### src/rtl/miso_fifo_sched.sv
`default_nettype none
// ============================================================================
// miso_fifo_sched
// Tile sequencer for a multi-input/single-output window FIFO: accepts masked
// groups, drives FIFO write/pop/clear strobes, tracks occupancy, streams out.
// Revision: 1.0
// ============================================================================
module miso_fifo_sched #(
  parameter int DEPTH       = 32,
  parameter int DATA_LENGTH = 9,
  parameter int CNT_WIDTH   = $clog2(DEPTH+1),
  parameter int GRP_WIDTH   = 16
) (
  input  logic                   i_clk,
  input  logic                   i_nrst,
  input  logic                   i_start,
  input  logic                   i_abort,
  input  logic [GRP_WIDTH-1:0]   i_num_groups,
  input  logic                   i_in_valid,
  input  logic [DATA_LENGTH-1:0] i_in_mask,
  output logic                   o_in_ready,
  output logic                   o_fifo_write_en,
  output logic [DATA_LENGTH-1:0] o_fifo_valid,
  output logic                   o_fifo_pop_en,
  output logic                   o_fifo_clear,
  output logic                   o_out_valid,
  input  logic                   i_out_ready,
  output logic [CNT_WIDTH-1:0]   o_count,
  output logic                   o_busy,
  output logic                   o_done
);

  typedef enum logic [2:0] {
    S_IDLE  = 3'd0,
    S_CLEAR = 3'd1,
    S_FILL  = 3'd2,
    S_DRAIN = 3'd3,
    S_DONE  = 3'd4
  } state_t;

  localparam logic [CNT_WIDTH-1:0] c_cap = CNT_WIDTH'(DEPTH-1);

  state_t               r_state;
  state_t               w_state_next;
  logic [CNT_WIDTH-1:0] r_count;
  logic [CNT_WIDTH-1:0] w_count_next;
  logic [CNT_WIDTH-1:0] w_pc;
  logic [CNT_WIDTH-1:0] w_room;
  logic [GRP_WIDTH-1:0] r_num_groups;
  logic [GRP_WIDTH-1:0] r_grp_cnt;
  logic                 r_out_valid;
  logic                 w_abort;
  logic                 w_accept;
  logic                 w_write;
  logic                 w_pop;
  logic                 w_flush;
  logic                 w_last_grp;

  always_comb begin
    w_pc = '0;
    for (int i = 0; i < DATA_LENGTH; i++) begin
      w_pc = w_pc + CNT_WIDTH'(i_in_mask[i]);
    end
  end

  // Abort outranks accept and pop, so both are masked during the abort cycle.
  assign w_abort    = i_abort & (r_state != S_IDLE);
  assign w_room     = c_cap - r_count;
  assign o_in_ready = (r_state == S_FILL) & ~i_abort & (w_pc <= w_room);
  assign w_accept   = o_in_ready & i_in_valid;
  assign w_write    = w_accept & (w_pc != '0);
  assign w_pop      = ((r_state == S_FILL) | (r_state == S_DRAIN)) & ~i_abort &
                      (r_count != '0) & (~r_out_valid | i_out_ready);
  assign w_flush    = (r_state == S_CLEAR) | w_abort;
  assign w_last_grp = (r_grp_cnt + GRP_WIDTH'(1)) == r_num_groups;

  assign o_fifo_write_en = w_write;
  assign o_fifo_valid    = w_write ? i_in_mask : '0;
  assign o_fifo_pop_en   = w_pop;
  assign o_fifo_clear    = w_flush;
  assign o_out_valid     = r_out_valid;
  assign o_count         = r_count;
  assign o_busy          = (r_state != S_IDLE);
  assign o_done          = (r_state == S_DONE) & ~i_abort;

  always_comb begin
    w_count_next = r_count + (w_write ? w_pc : '0) - CNT_WIDTH'(w_pop);
    if (w_flush) begin
      w_count_next = '0;
    end
  end

  always_comb begin
    w_state_next = r_state;
    case (r_state)
      S_IDLE:  if (i_start) w_state_next = S_CLEAR;
      S_CLEAR: w_state_next = (r_num_groups == '0) ? S_DRAIN : S_FILL;
      S_FILL:  if (w_accept && w_last_grp) w_state_next = S_DRAIN;
      S_DRAIN: if ((r_count == '0) && (!r_out_valid || i_out_ready)) w_state_next = S_DONE;
      S_DONE:  w_state_next = S_IDLE;
      default: w_state_next = S_IDLE;
    endcase
    if (w_abort) begin
      w_state_next = S_IDLE;
    end
  end

  always_ff @(posedge i_clk or negedge i_nrst) begin
    if (!i_nrst) begin
      r_state      <= S_IDLE;
      r_count      <= '0;
      r_num_groups <= '0;
      r_grp_cnt    <= '0;
      r_out_valid  <= 1'b0;
    end else begin
      r_state <= w_state_next;
      r_count <= w_count_next;
      if ((r_state == S_IDLE) && i_start) begin
        r_num_groups <= i_num_groups;
      end
      if (r_state == S_CLEAR) begin
        r_grp_cnt <= '0;
      end else if (w_accept) begin
        r_grp_cnt <= r_grp_cnt + GRP_WIDTH'(1);
      end
      // Output register mirrors the FIFO's registered read port.
      if (w_flush) begin
        r_out_valid <= 1'b0;
      end else if (w_pop) begin
        r_out_valid <= 1'b1;
      end else if (i_out_ready) begin
        r_out_valid <= 1'b0;
      end
    end
  end

endmodule
`default_nettype wire
### config.mk
export PLATFORM = sky130hd
export DESIGN_NAME = miso_fifo_sched
export DESIGN_NICKNAME = d
export VERILOG_FILES = /design/src/rtl/miso_fifo_sched.sv
export SDC_FILE = /design/constraint.sdc
export NUM_CORES = 1
export LEC_CHECK = 0
export BUFFER_PORTS_ARGS = -buffer_cell sky130_fd_sc_hd__buf_2
export CAP_MARGIN = 20
export CORE_MARGIN = 1.5
export CORE_UTILIZATION = 45
export CTS_BUF_LIST = sky130_fd_sc_hd__clkbuf_8
export DETAILED_ROUTE_END_ITERATION = 10
export GPL_TIMING_DRIVEN = 0
export PLACE_DENSITY = 0.72
export SLEW_MARGIN = 30
export SYNTH_ARGS = -nofsm -noshare
export SYNTH_HDL_FRONTEND = slang
export SYNTH_SLANG_ARGS = --single-unit
### constraint.sdc
create_clock -name i_clk -period 11.65 [get_ports i_clk]
set_input_delay 1.165 -clock i_clk [delete_from_list [all_inputs] [get_ports i_clk]]
set_output_delay 1.165 -clock i_clk [all_outputs]
set_load 0.1 [all_outputs]
* Yosys cells after proc, flatten, opt, wreduce, memory -nomap -nowiden
Index checks and enable logic that the tools add are counted.
Storage, ports and cells: flip-flop bits (word level) 42, input port bits 31, output and inout port bits 22, logic and storage cells 68
Operators by class: add/sub/neg operators 12, magnitude comparators 1, eq/ne operators 8, multiplexer cells 14, bitwise logic cells 14, reduce and logical (&&, ||, !) cells 14
Operators with widths (count):
- 16-bit 2-to-1 mux | 2
- 6-bit by 1-bit adder with 6-bit output | 3
- 16-bit by 1-bit adder with 16-bit output (second input constant) | 1
- 16-bit == test | 1
- 16-bit logical NOT | 1
- 3-bit 2-to-1 mux | 4
- 6-bit 2-to-1 mux | 2
- 3-bit case mux with 4 select lines | 1
- 6-bit nonzero test | 2
- 1-bit AND | 9
- 9-bit 2-to-1 mux | 1
- 5-bit by 1-bit adder with 6-bit output | 1
- 6-bit adder | 1
- 3-bit by 2-bit == test with 1-bit output (second input constant) | 2
- 6-bit <= comparator | 1
- 6-bit logical NOT | 1
- 3-bit by 2-bit != test with 1-bit output (second input constant) | 2
- 3-bit nonzero test | 2
- 5-bit by 6-bit subtractor with 6-bit output (first input constant) | 1
- 6-bit by 1-bit subtractor with 6-bit output | 1
- 4-bit by 1-bit adder with 5-bit output | 1
- 3-bit by 1-bit adder with 4-bit output | 1
- 1-bit 2-to-1 mux | 4
- 2-bit by 1-bit adder with 3-bit output | 1
- 12 further kinds | 17

* Longest topological paths before layout
depth after elaboration 16, gate-level depth with buffers 25, gate-level depth less buffers 24

* Worst setup path before layout
No wires, ideal clock.
kind input to output, from in i_in_mask[0], to out o_fifo_valid[0], arrival time 6.007 ns, required time 10.485 ns, setup slack 4.478 ns, cell stages on the path 16, buffers on the path 0, path through inv_1 fa_1 fa_1 fa_1 inv_1 fa_1 inv_1 fa_1 inv_1 ha_1 nor2b_1 o21a_1 o21a_1 o21ai_4 o41a_2 and2_1
Between the ends: longest elaborated chain between the ends 13, elaborated cells on any way between the ends 14, classes of those cells add/sub: 8; order compare: 1; mux: 1; bitwise: 3; reduce/logical: 1
RTL lines:
- from (decl) | RTL line 20 | input logic [DATA_LENGTH-1:0] i_in_mask,
- 1-bit by 1-bit adder with 2-bit output (*) | RTL line 62 | w_pc = w_pc + CNT_WIDTH'(i_in_mask[i]);
- 2-bit by 1-bit adder with 3-bit output (*) | RTL line 62
- 3-bit by 1-bit adder with 4-bit output (*) | RTL line 62
- 4-bit by 1-bit adder with 5-bit output (*) | RTL line 62
- 5-bit by 1-bit adder with 6-bit output (*) | RTL line 62
- 6-bit by 1-bit adder with 6-bit output (*) (3 in series) | RTL line 62
- 6-bit <= comparator | RTL line 69 | assign o_in_ready = (r_state == S_FILL) & ~i_abort & (w_pc <= w_room);
- 1-bit AND | RTL line 69
- 1-bit AND | RTL line 70 | assign w_accept = o_in_ready & i_in_valid;
- 1-bit AND (*) | RTL line 71 | assign w_write = w_accept & (w_pc != '0);
- via o_fifo_write_en | RTL line 22 | output logic o_fifo_write_en,
- 9-bit 2-to-1 mux (*) | RTL line 78 | assign o_fifo_valid = w_write ? i_in_mask : '0;
- to (decl) | RTL line 23 | output logic [DATA_LENGTH-1:0] o_fifo_valid,
The timed path passes the listed nets; every way through them passes the cells marked *.

* Worst setup path after layout
from in i_in_mask[0], to out o_fifo_valid[7]
Between the ends: longest elaborated chain between the ends 13, elaborated cells on any way between the ends 14, classes of those cells add/sub: 8; order compare: 1; mux: 1; bitwise: 3; reduce/logical: 1
RTL lines (RTL line):
- 1-bit by 1-bit adder with 2-bit output (*) | 62
- 2-bit by 1-bit adder with 3-bit output (*) | 62
- 3-bit by 1-bit adder with 4-bit output (*) | 62
- 4-bit by 1-bit adder with 5-bit output (*) | 62
- 5-bit by 1-bit adder with 6-bit output (*) | 62
- 6-bit by 1-bit adder with 6-bit output (*) (3 in series) | 62
- 6-bit <= comparator | 69
- 1-bit AND | 69
- 1-bit AND | 70
- 1-bit AND (*) | 71
- 9-bit 2-to-1 mux (*) | 78
Every way passes the cells marked *; elsewhere a longest branch is shown, timed or not.

==> flow_summary.ini <==
[sta]
worstMarginPinSlew_ns = 0.528
fmax_ghz = 0.144
setup_viol = 0
finalSetupTns_ns = 0
setup_ws_ns = 4.71
finalCriticalPeriod_ns = 6.94
slew_viol_final = 0
hold_viol = 0
fin_skew_ns = 0.00668
period_share_pct = 59.5
rsz0062_at_grt = no
max_slew_margin_pct = 64.8

[clock_network]
hold_buffers = 0
cts_resized = 0
clk_pin_slew_worst_paths_ns = 0.08
clock_sinks = 42
cts_made_buffers = 5
insertion_delay_ns = 0.30
cts_setup_buffers = 0
ctsHtreeMaxLevel = 2
cts_root_buffer = clkbuf_8
cts_buffer_depth = 2
cts_tree = done

[worst_setup_path]
end_kind = primary output
arrival_ns = 5.77
reg2reg_to = o_count[4]
worstRegToRegCells = 16
reg2reg_slack_ns = 8.03
crit_start = i_in_mask[0]
crit_path_end = o_fifo_valid[7]
r2r-start = o_count[1]
crit_fanout = 10
crit_required_ns = 10.49
worstSetupStartpointType = input port
critPathKind = input port to primary output

[die]
chipWidth_um = 86.9
dieArea_um2 = 7550
start_util_pct = 46.6
ios = 53
core-area_um2 = 6790
rows = 30
die-height_um = 86.9

[detailed_routing]
first_pass_iters = 4
wire_per_inst_um = 14.2
drcViolationCount = 0
finalWirelength_um = 7030
ant_nets = 0
avgViaCountPerCell = 5.30
first_iter_violations = 150
vias = 2620

[final_layout]
nNetsFinal = 452
multi_input_area_um2 = 1890
n_antenna_cell = 0
fin_area_um2 = 3640
fillerInstances = 634
area.sequential_um2 = 1050
layout-drive-gt1-share_pct = 25.1
syn2layout_area_growth_pct = 15.0

[synth]
synth_edf_count = 0
yosys.area.top_type = dfrtp_1
yosysUniqueCellTypes = 54
seq_area_frac_synth_pct = 33.2
async_flop_share_pct = 100
ys.flop_type = dfrtp_1
ys.warnings.count = 0
synthesis.nets = 393
synth_top_cell_area_share_pct = 33.2
netlist_instances = 338
ys_ff_latch = 42
syn_area_um2 = 3170
netlist_top_cells_count = dfrtp_1, inv_1, mux2_2, nor2_1
yosysMostFrequentCell = dfrtp_1
synth_area_leaders = dfrtp_1, mux2_2, ha_1
synth_area_per_cell_um2 = 9.37

[pwr]
p_per_area_nw_per_um2 = 239
peakVddDrop_mv = 0.144
power_w = 0.000871
p_leak_nw = 1.70

[global_route]
grt-ovfl-total = 0
track_usage_pct = 19.9
first_global_vias = 2587
antenna_found_initial = 0
grt_max_degree = 43
grt_pass1_wl_um = 12000

[place]
place_ws_ns = 4.67
place_congestion = 0.931
io_buffer_count = 52
hpwl_um = 5360
placed_area_um2 = 3550

[run]
drv_cap = 0

[outcome]
status = complete, no violations

[hold_path]
whs_path_depth = 1
hp-class = flip-flop to flip-flop
==> state kept, by name, summed over array words and instances (netlist names) <==
name          count
r_state           3
o_out_valid       1
r_num_groups     16
r_grp_cnt        16
o_count           6
==> worst max-delay path, stage by stage <==
cell	delay (ns)
buf_2	0.08
inv_1	0.05
fa_1	0.54
fa_1	0.42
fa_1	0.49
inv_1	0.05
fa_1	0.38
inv_1	0.09
fa_1	0.41
inv_1	0.12
ha_1	0.25
nor2b_1	0.13
o21a_1	0.16
o21a_1	0.20
o21ai_4	0.37
o41a_2	0.30
and2_1	0.14
buf_2	0.42
==> worst min-delay path by stage <==
| stage | endpoint | start | slack (ns) |
|---|---|---|---|
| 2_1_floorplan | r_num_groups[9] | r_num_groups[9] | 0.52 |
| 3_3_place_gp | r_num_groups[1] | r_num_groups[1] | 0.54 |
| 3_5_place_dp | r_num_groups[10] | r_num_groups[10] | 0.55 |
| 4_1_cts | r_num_groups[10] | r_num_groups[10] | 0.57 |
| 5_1_grt | r_num_groups[10] | r_num_groups[10] | 0.59 |
| 6_report | r_num_groups[10] | r_num_groups[10] | 0.56 |
==> cell usage in the layout, fill, tap and decap left out, drive strengths merged, types with 3 or more instances in the layout <==
cell type,synthesis,layout
dfrtp,42,42
and2,11,11
nor4,4,4
xnor2,15,15
a21oi,7,7
mux2,22,22
and4,3,3
nand2,15,15
inv,41,42
mux2i,11,11
clkbuf,4,10
and3,10,10
o21ai,13,13
nor3,7,7
nor2b,5,5
fa,6,6
ha,18,18
a22o,5,5
o21a,3,3
nand4,7,7
buf,9,61
nor3b,3,3
a31oi,3,3
nand3,18,18
nor2,23,23
xor2,9,9
==> cell families after synthesis <==
kind of cell             count (synthesis)  share of synthesized area (%)
AND/OR/NAND/NOR                        113                           19.8
XOR/XNOR                                24                           6.64
flip-flops                              42                           33.2
buffers and inverters                   54                           7.19
AO/OA/AOI/OAI                           48                           10.9
adder cells (fa/ha/maj)                 24                           10.9
multiplexers                            33                           11.3
==> layer usage <==
metal  global-route usage, %  wire length, um
met5                       0                0
met4                    7.33              126
met3                    2.27              287
met2                    33.5             3340
met1                    26.5             3270
==> power breakdown <==
group | internal, W | switching (W)
logic | 0.000187 | 0.000341
registers | 0.000193 | 0.0000530
clock network | 0.0000470 | 0.0000504
total | 0.000427 | 0.000444
==> cell type report <==
class,count,share of cell area (%)
multi-input cells,242,51.9
flip-flops and latches,42,28.9
repair buffers,52,7.22
inverters,41,4.23
well taps,96,3.30
clock buffers,6,2.27
plain buffers,13,2.03
clock inverters,2,0.241
==> metrics by stage <==
stage,utilization (%),instances,hold slack (ns)
2_1_floorplan,-,338,0.524
3_3_place_gp,52.2,486,0.543
3_5_place_dp,52.2,486,0.548
4_1_cts,53.6,494,0.567
5_1_grt,53.6,494,0.589
6_report,53.6,494,0.565
Power figures use the tool's default switching activity.
